### src/rtl/spi_pkg.sv
// rtl/spi_pkg.sv - register map, bit indices and FSM states for the SPI master
package spi_pkg;

    // Address bits [31:4] of the 16-byte window at 0x0004_0000
    localparam logic [27:0] SPI_BASE_TAG = 28'h0004000;

    // Register word offsets (address_in[3:2])
    localparam logic [1:0] REG_CTRL   = 2'd0;
    localparam logic [1:0] REG_STATUS = 2'd1;
    localparam logic [1:0] REG_DATA   = 2'd2;
    localparam logic [1:0] REG_RSVD   = 2'd3;

    // CTRL bit indices
    localparam int CTRL_CPOL = 8;
    localparam int CTRL_CPHA = 9;
    localparam int CTRL_CS   = 10;
    localparam int CTRL_IE   = 11;

    // STATUS bit indices
    localparam int ST_BUSY   = 0;
    localparam int ST_RXV    = 1;
    localparam int ST_OVR    = 3;
    localparam int ST_COLL   = 4;

    typedef enum logic [1:0] {
        S_IDLE  = 2'd0,
        S_SHIFT = 2'd1,
        S_DONE  = 2'd2
    } spi_state_e;

endpackage

### src/rtl/spi_shift.sv
// rtl/spi_shift.sv - SCK divider and full-duplex MSB-first byte shift engine
module spi_shift
    import spi_pkg::*;
(
    input  logic       clk,
    input  logic       reset_n,
    input  logic       i_start,
    input  logic [7:0] i_tx_byte,
    input  logic [7:0] i_div,
    input  logic       i_cpol,
    input  logic       i_cpha,
    input  logic       i_miso,
    output logic       o_busy,
    output logic       o_done,
    output logic       o_sck,
    output logic       o_mosi,
    output logic [7:0] o_rx_byte
);

    spi_state_e r_state, w_next;
    logic [7:0] r_cnt, r_div, r_tx, r_rx;
    logic [3:0] r_edge;
    logic       r_sck, r_mosi, r_cpha;
    logic       w_wrap, w_leading, w_out_edge, w_smp_edge, w_last;

    // Even-numbered edges (0-based) move SCK away from idle: leading edges
    assign w_wrap     = (r_state == S_SHIFT) && (r_cnt == r_div);
    assign w_leading  = ~r_edge[0];
    assign w_out_edge = w_wrap && (w_leading == r_cpha);
    assign w_smp_edge = w_wrap && (w_leading != r_cpha);
    assign w_last     = w_wrap && (r_edge == 4'd15);

    // State register
    always_ff @(posedge clk or negedge reset_n) begin
        if (!reset_n) r_state <= S_IDLE;
        else          r_state <= w_next;
    end

    // Next-state logic: one byte is 16 SCK edges, then a single DONE cycle
    always_comb begin
        w_next = r_state;
        case (r_state)
            S_IDLE:  if (i_start) w_next = S_SHIFT;
            S_SHIFT: if (w_last)  w_next = S_DONE;
            S_DONE:  w_next = S_IDLE;
            default: w_next = S_IDLE;
        endcase
    end

    // Datapath: latch settings at start, then divide, toggle SCK and shift
    always_ff @(posedge clk or negedge reset_n) begin
        if (!reset_n) begin
            r_cnt  <= 8'd0;
            r_div  <= 8'd0;
            r_tx   <= 8'd0;
            r_rx   <= 8'd0;
            r_edge <= 4'd0;
            r_sck  <= 1'b0;
            r_mosi <= 1'b0;
            r_cpha <= 1'b0;
        end else if (r_state == S_IDLE && i_start) begin
            r_div  <= i_div;
            r_cpha <= i_cpha;
            r_sck  <= i_cpol;
            r_cnt  <= 8'd0;
            r_edge <= 4'd0;
            // cpha=0 needs bit 7 on the line before the first (sampling) edge
            if (!i_cpha) begin
                r_mosi <= i_tx_byte[7];
                r_tx   <= {i_tx_byte[6:0], 1'b0};
            end else begin
                r_tx   <= i_tx_byte;
            end
        end else if (r_state == S_SHIFT) begin
            r_cnt <= w_wrap ? 8'd0 : r_cnt + 8'd1;
            if (w_wrap) begin
                r_sck  <= ~r_sck;
                r_edge <= r_edge + 4'd1;
            end
            if (w_out_edge) begin
                r_mosi <= r_tx[7];
                r_tx   <= {r_tx[6:0], 1'b0};
            end
            if (w_smp_edge) r_rx <= {r_rx[6:0], i_miso};
        end
    end

    assign o_busy    = (r_state != S_IDLE);
    assign o_done    = (r_state == S_DONE);
    assign o_sck     = r_sck;
    assign o_mosi    = r_mosi;
    assign o_rx_byte = r_rx;

endmodule

### src/rtl/spi_master.sv
// rtl/spi_master.sv - bus-mapped SPI master; SPI_IRQ_EN adds irq_out and CTRL.ie
module spi_master
    import spi_pkg::*;
#(
    parameter logic [7:0] DIV_RESET = 8'd3
) (
    input  logic        clk,
    input  logic        reset_n,
    input  logic [31:0] address_in,
    input  logic        sel_in,
    input  logic        read_in,
    output logic [31:0] read_value_out,
    input  logic [3:0]  write_mask_in,
    input  logic [31:0] write_value_in,
    output logic        ready_out,
    output logic        sck_out,
    output logic        csn_out,
    output logic        mosi_out,
    input  logic        miso_in
`ifdef SPI_IRQ_EN
    ,
    output logic        irq_out
`endif
);

    logic [7:0]  r_div, r_rx_byte;
    logic        r_cpol, r_cpha, r_cs;
    logic        r_rx_valid, r_ovr, r_coll;
    logic        w_hit, w_wr, w_rd, w_ie;
    logic [1:0]  w_reg;
    logic        w_data_wr, w_data_rd, w_start, w_collide, w_set_ovr;
    logic        w_st_w1c, w_ctrl_lo, w_ctrl_hi;
    logic        w_busy, w_done, w_sck, w_mosi;
    logic [7:0]  w_rx;
    logic [31:0] w_rdata;
    logic        w_unused;

    assign w_hit     = sel_in && (address_in[31:4] == SPI_BASE_TAG);
    assign w_reg     = address_in[3:2];
    assign w_wr      = w_hit && (write_mask_in != 4'b0000);
    assign w_rd      = w_hit && read_in;
    assign w_data_wr = w_wr && (w_reg == REG_DATA) && write_mask_in[0];
    assign w_data_rd = w_rd && (w_reg == REG_DATA);
    assign w_start   = w_data_wr && !w_busy;
    assign w_collide = w_data_wr && w_busy;
    assign w_st_w1c  = w_wr && (w_reg == REG_STATUS) && write_mask_in[0];
    assign w_ctrl_lo = w_wr && (w_reg == REG_CTRL) && write_mask_in[0];
    assign w_ctrl_hi = w_wr && (w_reg == REG_CTRL) && write_mask_in[1];
    // A DATA read landing on the DONE cycle loses to DONE and is not an overrun
    assign w_set_ovr = w_done && r_rx_valid && !w_data_rd;
    assign w_unused  = ^{address_in[1:0], write_value_in[31:11]};

    spi_shift u_shift (
        .clk       (clk),
        .reset_n   (reset_n),
        .i_start   (w_start),
        .i_tx_byte (write_value_in[7:0]),
        .i_div     (r_div),
        .i_cpol    (r_cpol),
        .i_cpha    (r_cpha),
        .i_miso    (miso_in),
        .o_busy    (w_busy),
        .o_done    (w_done),
        .o_sck     (w_sck),
        .o_mosi    (w_mosi),
        .o_rx_byte (w_rx)
    );

    // CTRL register, byte-lane masked; the engine latches div/cpol/cpha only at start
    always_ff @(posedge clk or negedge reset_n) begin
        if (!reset_n) begin
            r_div  <= DIV_RESET;
            r_cpol <= 1'b0;
            r_cpha <= 1'b0;
            r_cs   <= 1'b0;
        end else begin
            if (w_ctrl_lo) r_div <= write_value_in[7:0];
            if (w_ctrl_hi) begin
                r_cpol <= write_value_in[CTRL_CPOL];
                r_cpha <= write_value_in[CTRL_CPHA];
                r_cs   <= write_value_in[CTRL_CS];
            end
        end
    end

    // Receive byte and status flags; set events win over clears
    always_ff @(posedge clk or negedge reset_n) begin
        if (!reset_n) begin
            r_rx_byte  <= 8'd0;
            r_rx_valid <= 1'b0;
            r_ovr      <= 1'b0;
            r_coll     <= 1'b0;
        end else begin
            if (w_done) r_rx_byte <= w_rx;
            if (w_done)         r_rx_valid <= 1'b1;
            else if (w_data_rd) r_rx_valid <= 1'b0;
            if (w_set_ovr)                              r_ovr <= 1'b1;
            else if (w_st_w1c && write_value_in[ST_OVR]) r_ovr <= 1'b0;
            if (w_collide)                               r_coll <= 1'b1;
            else if (w_st_w1c && write_value_in[ST_COLL]) r_coll <= 1'b0;
        end
    end

`ifdef SPI_IRQ_EN
    logic r_ie, r_irq;

    // Interrupt enable and registered interrupt request
    always_ff @(posedge clk or negedge reset_n) begin
        if (!reset_n) begin
            r_ie  <= 1'b0;
            r_irq <= 1'b0;
        end else begin
            if (w_ctrl_hi) r_ie <= write_value_in[CTRL_IE];
            r_irq <= r_ie && (r_rx_valid || r_ovr);
        end
    end

    assign w_ie    = r_ie;
    assign irq_out = r_irq;
`else
    assign w_ie = 1'b0;
`endif

    // Register read mux; output is forced to zero when not selected for OR-combining
    always_comb begin
        w_rdata = 32'd0;
        case (w_reg)
            REG_CTRL:   w_rdata = {20'd0, w_ie, r_cs, r_cpha, r_cpol, r_div};
            REG_STATUS: w_rdata = {27'd0, r_coll, r_ovr, 1'b0, r_rx_valid, w_busy};
            REG_DATA:   w_rdata = {24'd0, r_rx_byte};
            default:    w_rdata = 32'd0;
        endcase
    end

    assign read_value_out = w_hit ? w_rdata : 32'd0;
    assign ready_out      = sel_in;
    assign sck_out        = w_busy ? w_sck : r_cpol;
    assign csn_out        = ~r_cs;
    assign mosi_out       = w_mosi;

endmodule

### config.mk
export PLATFORM = sky130hd
export DESIGN_NAME = spi_master
export DESIGN_NICKNAME = d
export VERILOG_FILES = /design/src/rtl/spi_pkg.sv /design/src/rtl/spi_shift.sv /design/src/rtl/spi_master.sv
export SDC_FILE = /design/constraint.sdc
export NUM_CORES = 1
export LEC_CHECK = 0
export CAP_MARGIN = 40
export CORE_UTILIZATION = 51
export DETAILED_ROUTE_END_ITERATION = 6
export GPL_TIMING_DRIVEN = 0
export PLACE_DENSITY_LB_ADDON = 0.1
export SKIP_LAST_GASP = 1
export SYNTH_ARGS = -nofsm -noshare
export SYNTH_HDL_FRONTEND = slang
export SYNTH_SLANG_ARGS = --single-unit
### constraint.sdc
create_clock -name clk -period 3.8 [get_ports clk]
set_input_delay 0.76 -clock clk [delete_from_list [all_inputs] [get_ports clk]]
set_output_delay 0.76 -clock clk [all_outputs]
set_load 0.005 [all_outputs]
==> summary.md <==
| Metric | Value |
|---|---|
| Status | `complete, no violations` |
| Lkg Pwr | `2.05 nW` |
| DRT iter0 DRCs | `95` |
| H-tree depth | `3` |
| Fillcell total | `558` |
| Pre-Repair DR Iteration Count | `4` |
| Rows | `30` |
| WHS Path Cells | `2` |
| Synthesis Warnings | `0` |
| Routed Antenna Nets | `0` |
| Worst Setup End Kind | `primary output` |
| Setup slack at placement | `0.0541 ns` |
| Gr ovfl total | `0` |
| Post-synth EDFFs | `0` |
| CTS tree | `yes` |
| DR WL/cell | `15.0 µm` |
| Antenna violations before repair | `0` |
| CTS Root Cell | `clkbuf_8` |
| Multi-input gate area in the final layout | `1790 µm²` |
| TNS Setup | `0 ns` |
| Post-synth top flop | `dfrtp_1` |
| Synthesis-to-layout area growth | `26.6%` |
| Worst-Skew Late Latency | `0.33 ns` |
| Synthesized flop and latch total | `63` |
| Post-DR vias/cell | `5.29` |
| Clock sink count | `63` |
| Vias | `2661` |
| Post-synth ARST share | `1.00` |
| Core footprint | `6760 µm²` |
| Syn_area_per_cell | `10.9 µm²` |
| Synth cell types | `52` |
| Layout Skew | `0.00826 ns` |
| CP startpoint kind | `primary input` |
| Final setup margin | `0.157 ns` |
| Leading area contributor after synthesis | `dfrtp_1` |
| IO Pins | `109` |
| Final period util | `0.959` |
| Max-cap violations | `0` |
| Min-Delay Path Class | `reg2reg` |
| Initial core utilization | `0.526` |
| Clock buffer count from CTS | `9` |
| Fin cells | `503` |
| Cells after Synth | `326` |
| Tmin final | `3.64 ns` |
| Detailed Route WL | `7560 µm` |
| Seq/Total Area, Yosys | `0.444` |
| Max IR drop VDD | `0.210 mV` |
| Post-CTS setup buffers | `0` |
| Diodes inserted | `0` |
| RSZ-0062 raised after global routing | `no` |
| Port bufs | `61` |
| Worst slew margin | `0.473` |
| Crit-path max FO | `10` |
| Synth cell count leaders | `61 x dfrtp_1, 32 x nand2_1, 28 x mux2_2, 22 x buf_4` |
| Die height | `85.5 µm` |
| Clock slew at reported path FFs | `0.07 ns` |
| Area share of the largest cell type after synthesis | `0.430` |
| Worst EP required | `3.04 ns` |
| Tightest Pin Transition | `0.791 ns` |
| Worst Setup Path Type | `in2out` |
| Drt drc | `0` |
| Layout cells sized above 1 | `0.255` |
| Die width | `85.5 µm` |
| Final Wtd Congestion | `0.819` |
| CTS Hold Buffers Added | `0` |
| DP Wirelength | `5760 µm` |
| Post_cts resized | `0` |
| Max Buffers Root-to-Sink | `2` |
| Worst Path Arrival | `2.88 ns` |
| Die area | `7310 µm²` |
| Count leader, synth | `dfrtp_1` |
| Total track usage | `0.225` |
| Post-layout util | `0.666` |
| PwrDens | `281 nW/µm²` |
| Synth area leaders | `dfrtp_1 43%, mux2_2 8.9%, mux2i_1 5.1%` |
| Vias in the first global route | `2645` |
| Nets | `493` |
| Final Hold Vio Count | `0` |
| DP Cell Count | `487` |
| R2R depth | `5` |
| Reg area | `1580 µm²` |
| Global-route wire length before repair | `12600 µm` |
| Slew Viols, Final | `0` |
| Final setup vio count | `0` |
| Largest net degree at the start of global routing | `64` |
| Post-Syn Area | `3550 µm²` |
| Fmax | `274 MHz` |
flip-flops by register name, summed over array words and instances, names as in the netlist, 2 cells and up:
name and cells:
u_shift.r_cnt 8, u_shift.r_tx 8, u_shift.r_div 8, u_shift.r_state 2
u_shift.r_edge 4, r_rx_byte 8, r_div 8, u_shift.o_rx_byte 8
layout by cell type, fill, tap and decap left out, types with 6 or more instances in the layout:
cell type,n
nor3_1,6
nand3_1,7
clkdlybuf4s50_1,60
inv_1,7
dfrtp_1,61
xor2_1,10
a21oi_1,11
nor2_1,18
o21ai_0,12
conb_1,21
clkbuf_1,8
a21oi_2,7
nand2_1,32
clkbuf_8,9
a211oi_2,7
buf_4,23
nor2b_1,8
mux2_2,28
mux2i_1,18
logic make-up after synthesis:
| kind of cell | synth area share |
|---|---|
| adders and majority gates | 0.00704 |
| other | 0.00106 |
| buffers and inverters | 0.0743 |
| AOI/OAI and AO/OA | 0.108 |
| xor gates and xnor gates | 0.0271 |
| DFF | 0.444 |
| muxes | 0.148 |
| and+or+nand+nor | 0.190 |
cell type report:
class / instances / share of cell area
multi-input combinational: 242 / 0.398
clock buffer: 12 / 0.0300
inverter: 7 / 0.00584
buffer: 34 / 0.0528
timing repair buffer: 61 / 0.135
tap: 80 / 0.0222
sequential: 63 / 0.351
clock inverter: 4 / 0.00501
metrics by stage:
stage / power [W] / cell area (µm²) / hold WS, ns
2_1_floorplan: 0.000722 / 3630 / 0.435
3_3_place_gp: 0.000792 / 4340 / 0.460
3_5_place_dp: 0.000794 / 4340 / 0.466
4_1_cts: 0.00128 / 4490 / 0.483
5_1_grt: 0.00132 / 4500 / 0.507
6_report: 0.00127 / 4500 / 0.476
routing by layer:
| metal | routed length (µm) | part of all wire | vias to the layer above | track usage |
|---|---|---|---|---|
| li1 | - | - | 1304 | - |
| met1 | 3330 | 0.44 | 1294 | 0.285 |
| met2 | 3790 | 0.50 | 50 | 0.378 |
| met3 | 295 | 0.039 | 13 | 0.0496 |
| met4 | 146 | 0.019 | 0 | 0.0848 |
| met5 | 0 | 0 | - | 0 |
final timing paths:
| kind | from | endpoint | slack (ns) |
|---|---|---|---|
| worst min register to register | u_shift.o_rx_byte[7] | r_rx_byte[7] | 0.48 |
| worst max register to register | u_shift.r_cnt[5] | u_shift.o_rx_byte[5] | 1.77 |
| min in group asynchronous | reset_n | u_shift.r_cnt[2] | 0.50 |
| max in group asynchronous | reset_n | r_ovr | 2.77 |
| worst max-delay path | address_in[3] | read_value_out[4] | 0.16 |
| worst min-delay path | u_shift.o_rx_byte[7] | r_rx_byte[7] | 0.48 |
worst max-delay path: stages:
cell             delay (ns)
clkdlybuf4s50_1        0.55
buf_2                  0.29
buf_2                  0.31
mux2i_1                0.26
nor2_1                 0.06
a21oi_1                0.12
nor2_1                 0.06
clkdlybuf4s50_1        0.45
where the power goes:
part / leakage (nW) / internal, W / total, W / switching (W)
clock network: 0.0801 / 0.000234 / 0.000485 / 0.000251
registers: 0.790 / 0.000671 / 0.000671 / 0.00000000000245
logic: 1.18 / 0.0000645 / 0.000110 / 0.0000456
Note: power is estimated with default switching activity, not from simulation.
